[src/rtl/multicycle_control_unit_pkg.sv]
// rtl/multicycle_control_unit_pkg.sv - shared types and encodings for the multicycle control unit
// MC_JUMP_EN adds the JAL/JALR states and the jump opcodes.
package mc_ctrl_pkg;

  typedef enum logic [3:0] {
    S_FETCH,
    S_DECODE,
    S_MEMADR,
    S_MEMREAD,
    S_MEMWB,
    S_MEMWRITE,
    S_EXECR,
    S_EXECI,
    S_ULAWB,
    S_BRANCH
`ifdef MC_JUMP_EN
    , S_JAL,
    S_JALR
`endif
  } state_t;

  localparam logic [6:0] OP_LW = 7'b0000011;
  localparam logic [6:0] OP_SW = 7'b0100011;
  localparam logic [6:0] OP_R  = 7'b0110011;
  localparam logic [6:0] OP_I  = 7'b0010011;
  localparam logic [6:0] OP_B  = 7'b1100011;
`ifdef MC_JUMP_EN
  localparam logic [6:0] OP_JAL  = 7'b1101111;
  localparam logic [6:0] OP_JALR = 7'b1100111;
`endif

  localparam logic [2:0] ULA_ADD = 3'b000;
  localparam logic [2:0] ULA_SUB = 3'b001;
  localparam logic [2:0] ULA_AND = 3'b010;
  localparam logic [2:0] ULA_OR  = 3'b011;
  localparam logic [2:0] ULA_SLT = 3'b101;
  localparam logic [2:0] ULA_BAD = 3'b100;

  localparam logic [1:0] RES_ULAOUT    = 2'b00;
  localparam logic [1:0] RES_DATA      = 2'b01;
  localparam logic [1:0] RES_ULARESULT = 2'b10;

  localparam logic [1:0] SRCA_PC    = 2'b00;
  localparam logic [1:0] SRCA_OLDPC = 2'b01;
  localparam logic [1:0] SRCA_RS1   = 2'b10;

  localparam logic [1:0] SRCB_RS2  = 2'b00;
  localparam logic [1:0] SRCB_IMM  = 2'b01;
  localparam logic [1:0] SRCB_FOUR = 2'b10;

  localparam logic [1:0] IMM_I = 2'b00;
  localparam logic [1:0] IMM_S = 2'b01;
  localparam logic [1:0] IMM_B = 2'b10;
`ifdef MC_JUMP_EN
  localparam logic [1:0] IMM_J = 2'b11;
`endif

endpackage

[src/rtl/multicycle_control_unit_ula_decoder.sv]
// rtl/multicycle_control_unit_ula_decoder.sv - R-type {funct3, funct7[5]} to ULA operation mapping
module ula_decoder
  import mc_ctrl_pkg::*;
(
  input  logic [2:0] funct3,
  input  logic       funct7_5,
  output logic [2:0] ulacontrol
);

  always_comb begin
    ulacontrol = ULA_BAD;
    case ({funct3, funct7_5})
      4'b0000: ulacontrol = ULA_ADD;
      4'b0001: ulacontrol = ULA_SUB;
      4'b1110: ulacontrol = ULA_AND;
      4'b1100: ulacontrol = ULA_OR;
      4'b0100: ulacontrol = ULA_SLT;
      default: ulacontrol = ULA_BAD;
    endcase
  end

endmodule

[src/rtl/multicycle_control_unit.sv]
// rtl/multicycle_control_unit.sv - multicycle RISC-V control FSM with memory wait stretching
// Define MC_JUMP_EN to support jal/jalr; otherwise both decode as illegal.
module multicycle_control_unit
  import mc_ctrl_pkg::*;
#(
  parameter int MEM_LAT = 1
) (
  input  logic       clk,
  input  logic       reset,
  input  logic [6:0] Op,
  input  logic [2:0] Funct3,
  input  logic [6:0] Funct7,
  input  logic       Zero,
  output logic       PCWrite,
  output logic       AdrSrc,
  output logic       MemWrite,
  output logic       IRWrite,
  output logic [1:0] ResultSrc,
  output logic [1:0] ULASrcA,
  output logic [1:0] ULASrcB,
  output logic [2:0] ULAControl,
  output logic [1:0] ImmSrc,
  output logic       RegWrite,
  output logic       Illegal
);

  state_t     state, next_state;
  logic [3:0] cnt;
  logic       last;
  logic       taken;
  logic [2:0] ula_r;
  logic       unused_funct7;

  assign unused_funct7 = ^{Funct7[6], Funct7[4:0]};
  assign last = (cnt == 4'(MEM_LAT - 1));

  ula_decoder u_ula_decoder (
    .funct3    (Funct3),
    .funct7_5  (Funct7[5]),
    .ulacontrol(ula_r)
  );

  always_comb begin
    case (Funct3)
      3'b000:  taken = Zero;
      3'b001:  taken = ~Zero;
      default: taken = 1'b0;
    endcase
  end

  // Counter restarts on every state change; only the wait states ever dwell.
  always_ff @(posedge clk) begin
    if (reset) begin
      state <= S_FETCH;
      cnt   <= '0;
    end else begin
      state <= next_state;
      cnt   <= (next_state != state) ? 4'd0 : cnt + 4'd1;
    end
  end

  always_comb begin
    next_state = state;
    PCWrite    = 1'b0;
    AdrSrc     = 1'b0;
    MemWrite   = 1'b0;
    IRWrite    = 1'b0;
    ResultSrc  = RES_ULAOUT;
    ULASrcA    = SRCA_PC;
    ULASrcB    = SRCB_RS2;
    ULAControl = ULA_ADD;
    ImmSrc     = IMM_I;
    RegWrite   = 1'b0;
    Illegal    = 1'b0;
    case (state)
      S_FETCH: begin
        ULASrcB   = SRCB_FOUR;
        ResultSrc = RES_ULARESULT;
        IRWrite   = last;
        PCWrite   = last;
        if (last) next_state = S_DECODE;
      end
      S_DECODE: begin
        ULASrcA = SRCA_OLDPC;
        ULASrcB = SRCB_IMM;
        ImmSrc  = IMM_B;
        case (Op)
          OP_LW, OP_SW: next_state = S_MEMADR;
          OP_R:         next_state = S_EXECR;
          OP_I:         next_state = S_EXECI;
          OP_B:         next_state = S_BRANCH;
`ifdef MC_JUMP_EN
          OP_JAL: begin
            ImmSrc     = IMM_J;
            next_state = S_JAL;
          end
          OP_JALR:      next_state = S_JALR;
`endif
          default: begin
            Illegal    = 1'b1;
            next_state = S_FETCH;
          end
        endcase
      end
      S_MEMADR: begin
        ULASrcA    = SRCA_RS1;
        ULASrcB    = SRCB_IMM;
        ImmSrc     = (Op == OP_SW) ? IMM_S : IMM_I;
        next_state = (Op == OP_SW) ? S_MEMWRITE : S_MEMREAD;
      end
      S_MEMREAD: begin
        AdrSrc = 1'b1;
        if (last) next_state = S_MEMWB;
      end
      S_MEMWB: begin
        ResultSrc  = RES_DATA;
        RegWrite   = 1'b1;
        next_state = S_FETCH;
      end
      S_MEMWRITE: begin
        AdrSrc   = 1'b1;
        MemWrite = last;
        if (last) next_state = S_FETCH;
      end
      S_EXECR: begin
        ULASrcA    = SRCA_RS1;
        ULAControl = ula_r;
        next_state = S_ULAWB;
      end
      S_EXECI: begin
        ULASrcA    = SRCA_RS1;
        ULASrcB    = SRCB_IMM;
        next_state = S_ULAWB;
      end
      S_ULAWB: begin
        RegWrite   = 1'b1;
        next_state = S_FETCH;
      end
      S_BRANCH: begin
        ULASrcA    = SRCA_RS1;
        ULAControl = ULA_SUB;
        PCWrite    = taken;
        next_state = S_FETCH;
      end
`ifdef MC_JUMP_EN
      S_JAL: begin
        ULASrcA    = SRCA_OLDPC;
        ULASrcB    = SRCB_FOUR;
        PCWrite    = 1'b1;
        next_state = S_ULAWB;
      end
      S_JALR: begin
        ULASrcA    = SRCA_RS1;
        ULASrcB    = SRCB_IMM;
        PCWrite    = 1'b1;
        next_state = S_ULAWB;
      end
`endif
      default: next_state = S_FETCH;
    endcase
    // Reset overrides everything: no strobes, selects parked at FETCH values.
    if (reset) begin
      PCWrite    = 1'b0;
      AdrSrc     = 1'b0;
      MemWrite   = 1'b0;
      IRWrite    = 1'b0;
      RegWrite   = 1'b0;
      Illegal    = 1'b0;
      ResultSrc  = RES_ULARESULT;
      ULASrcA    = SRCA_PC;
      ULASrcB    = SRCB_FOUR;
      ULAControl = ULA_ADD;
      ImmSrc     = IMM_I;
    end
  end

endmodule

[config.mk]
export PLATFORM = sky130hd
export DESIGN_NAME = multicycle_control_unit
export DESIGN_NICKNAME = d
export VERILOG_FILES = /design/src/rtl/multicycle_control_unit_pkg.sv /design/src/rtl/multicycle_control_unit_ula_decoder.sv /design/src/rtl/multicycle_control_unit.sv
export SDC_FILE = /design/constraint.sdc
export NUM_CORES = 1
export LEC_CHECK = 0
export CAP_MARGIN = 20
export CORE_MARGIN = 1
export CORE_UTILIZATION = 45
export DETAILED_ROUTE_END_ITERATION = 10
export PLACE_DENSITY_LB_ADDON = 0.15
export SLEW_MARGIN = 30
export SYNTH_ARGS = -nofsm -noshare
export SYNTH_HDL_FRONTEND = slang
export SYNTH_HIERARCHICAL = 1
export SYNTH_SLANG_ARGS = --single-unit
[constraint.sdc]
create_clock -name clk -period 5.14 [get_ports clk]
set_input_delay 1.028 -clock clk [delete_from_list [all_inputs] [get_ports clk]]
set_output_delay 1.028 -clock clk [all_outputs]
set_load 0.03 [all_outputs]
==> results.sh <==
export IMPL_hold_path_end="cnt[0]"
export IMPL_vias=921
export IMPL_syn_num_nets=138
export IMPL_ff2ff_path_depth=4
export IMPL_cts_num_sinks=8
export IMPL_firstDrtPassIters=4
export IMPL_hold_depth=1
export IMPL_area_growth_pct=36.7
export IMPL_cts_resized=0
export IMPL_p_seq_share_pct=33.2
export IMPL_timing_final_max_slew_violations=0
export IMPL_antenna_found_initial=0
export IMPL_grt_pass1_vias=782
export IMPL_cp_start_kind="input port"
export IMPL_grt_busiest_layer="met2"
export IMPL_io_buffer_count=30
export IMPL_yosysWarnings=6
export IMPL_critical_path_class="in -> out"
export IMPL_synth_edff_count=0
export IMPL_p_sw_share_pct=37.5
export IMPL_gr_total_overflow=0
export IMPL_place_hpwl_um=1570
export IMPL_wirelength_um=2040
export IMPL_synthFlopType="dfxtp_1"
export IMPL_required_ps=4110
export IMPL_grt_max_degree=18
export IMPL_drive_gt1_share_pct=6.43
export IMPL_num_rows=15
export IMPL_die_w_um=45.3
export IMPL_dieArea_um2=2050
export IMPL_min_path_type="reg -> reg"
export IMPL_start_util_pct=48.2
export IMPL_route_detailed_wl_per_inst_um=12.4
export IMPL_grt_pass1_wl_um=3470
export IMPL_rr_endpoint="cnt[3]"
export IMPL_relSlewSlack_pct=61.6
export IMPL_ys_seq_area_share_pct=19.0
export IMPL_grt_usage_pct=22.7
export IMPL_finalHoldViolations=0
export IMPL_rsz0062_at_grt="false"
export IMPL_switchingPower_w=0.0000806
export IMPL_cts_tree="built"
export IMPL_cp_max_fo=16
export IMPL_remaining_drc_errors=0
export IMPL_ant_nets=0
export IMPL_path_clk_slew_ps=50
export IMPL_use_met2_pct=35.4
export IMPL_coreArea_um2=1750
export IMPL_drt_iter0_markers=15
export IMPL_rrSetupSlack_ps=3290
export IMPL_gp_congestion=0.770
export IMPL_gr_usage_met3_pct=6.00
export IMPL_synthesis_area_um2=842
export IMPL_leakage_nw=0.370
export IMPL_ir_drop_uv=102
export IMPL_pwr_share_clk_pct=22.7
export IMPL_synth_seq_cells=8
export IMPL_nets=164
export IMPL_final_setup_tns_ps=0
export IMPL_cts_inserted_buffers=3
export IMPL_avgSynthCellArea_um2=7.26
export IMPL_status="complete, no violations"
export IMPL_synthArstFlopShare_pct=0
export IMPL_cts_buffer_depth=2
export IMPL_cts_root_buf="clkbuf_4"
export IMPL_hold_path_startpoint="cnt[0]"
export IMPL_io_pins=37
export IMPL_period_minus_slack_ps=4130
export IMPL_postCtsHoldBufs=0
export IMPL_dieHeight_um=45.3
export IMPL_grtUsageMet1_pct=31.4
export IMPL_fin_crit_sh_pct=80.3
export IMPL_max_freq_mhz=242
export IMPL_arrival_ps=3100
export IMPL_ys_types=37
export IMPL_drv_cap=0
export IMPL_skew_ps=7.06
export IMPL_viasPerCell=5.58
export IMPL_cts_setup_buffers=0
export IMPL_clock_latency_ps=260
export IMPL_p_per_area_nw_per_um2=186
export IMPL_combPwrFrac_pct=44.1
export IMPL_diodes=0
export IMPL_setup_viol=0
export IMPL_crit_path_end_kind="output port"
export IMPL_htree_levels=1
export IMPL_p_int_w=0.000134
export IMPL_synthCells=116
export IMPL_rr_startpoint="state[2]"
export IMPL_power_w=0.000215
export IMPL_tightestPinTransition_ps=574
## power by group through the flow
stage	clock, W	combinational, W	sequential, W
3_5_place_dp	0	0.0000943	0.0000724
2_1_floorplan	0	0.0000654	0.0000681
4_1_cts	0.0000496	0.0000948	0.0000711
6_report	0.0000486	0.0000947	0.0000713
5_1_grt	0.0000529	0.000103	0.0000720
3_3_place_gp	0	0.0000929	0.0000722
## worst max-delay path, stage by stage
cell,delay [ps]
clkdlybuf4s50_1,390
buf_4,190
or3_1,350
nor4_1,330
a31o_1,150
clkdlybuf4s50_1,660
## worst max path at each step
| stage | to | startpoint | slack, ps | cells after the start |
|---|---|---|---|---|
| 4_1_cts | PCWrite | reset | 1000 | 6 |
| 5_1_grt | PCWrite | reset | 920 | 6 |
| 2_1_floorplan | PCWrite | reset | 1330 | 3 |
| 6_report | PCWrite | reset | 1010 | 6 |
| 3_3_place_gp | PCWrite | reset | 1020 | 6 |
| 3_5_place_dp | PCWrite | reset | 1000 | 6 |
## cell type report
type                            instances  area (µm²)
Multi-Input combinational cell         94         614
Timing Repair Buffer                   31         308
Clock buffer                            3        22.5
Inverter                                4        15.0
Sequential cell                         8         160
Tap cell                               25        31.3
Fill cell                             179         594
## per-stage QoR
step | setup WS (ps) | hold slack, ps | instance area [µm²] | utilization [%] | instances
2_1_floorplan | 1330 | 454 | 842 | - | 116
3_3_place_gp | 1020 | 481 | 1130 | 64.7 | 162
3_5_place_dp | 1000 | 485 | 1130 | 64.7 | 162
4_1_cts | 1000 | 493 | 1150 | 65.9 | 165
5_1_grt | 920 | 527 | 1150 | 65.9 | 165
6_report | 1010 | 491 | 1150 | 65.9 | 165
## logic make-up after synthesis
family | count (synthesis) | synth area share [%]
compound gates | 23 | 19.2
xor+xnor | 5 | 5.20
fa+ha+maj | 2 | 2.97
buf+inv | 14 | 8.02
flops | 8 | 19.0
simple gates | 64 | 45.6
## registers in the layout, summed over array words and instances, names as in the netlist
register and flops:
state 4, cnt 4
## synth_stat cells (2+ instances only)
cell type / number / area share (%)
a211o_1: 2 / 2.1
nand3b_1: 5 / 4.5
a21o_1: 2 / 1.8
nand3_1: 2 / 1.2
a21oi_1: 12 / 7.1
nor2b_1: 4 / 3.0
nor4_1: 7 / 5.2
ha_1: 2 / 3.0
nor3b_1: 2 / 1.8
clkbuf_1: 7 / 3.1
nor2_1: 9 / 4.0
nand2_1: 7 / 3.1
or3b_1: 3 / 3.1
and2_1: 2 / 1.5
or3_1: 3 / 2.2
xnor2_1: 4 / 4.2
nor3_1: 7 / 4.2
nand2b_1: 6 / 4.5
buf_4: 2 / 1.8
dfxtp_1: 8 / 19
inv_1: 4 / 1.8
## cells in the final DEF, fill, tap and decap left out, types with 2 or more instances in the layout
| master | n |
|---|---|
| a211o_1 | 2 |
| a21o_1 | 2 |
| a21oi_1 | 12 |
| and2_1 | 2 |
| clkbuf_4 | 3 |
| clkdlybuf4s50_1 | 30 |
| dfxtp_1 | 8 |
| ha_1 | 2 |
| inv_1 | 4 |
| nand2_1 | 7 |
| nand2b_1 | 6 |
| nand3_1 | 2 |
| nand3b_1 | 5 |
| nor2_1 | 9 |
| nor2b_1 | 4 |
| nor3_1 | 7 |
| nor3b_1 | 2 |
| nor4_1 | 7 |
| or3_1 | 3 |
| or3b_1 | 3 |
| xnor2_1 | 4 |
## metal layers
metal	routed length [µm]	vias up
met3	133	0
li1	-	469
met2	961	41
met5	0	-
met1	947	411
met4	0	0
(Power assumes the default switching activity.)
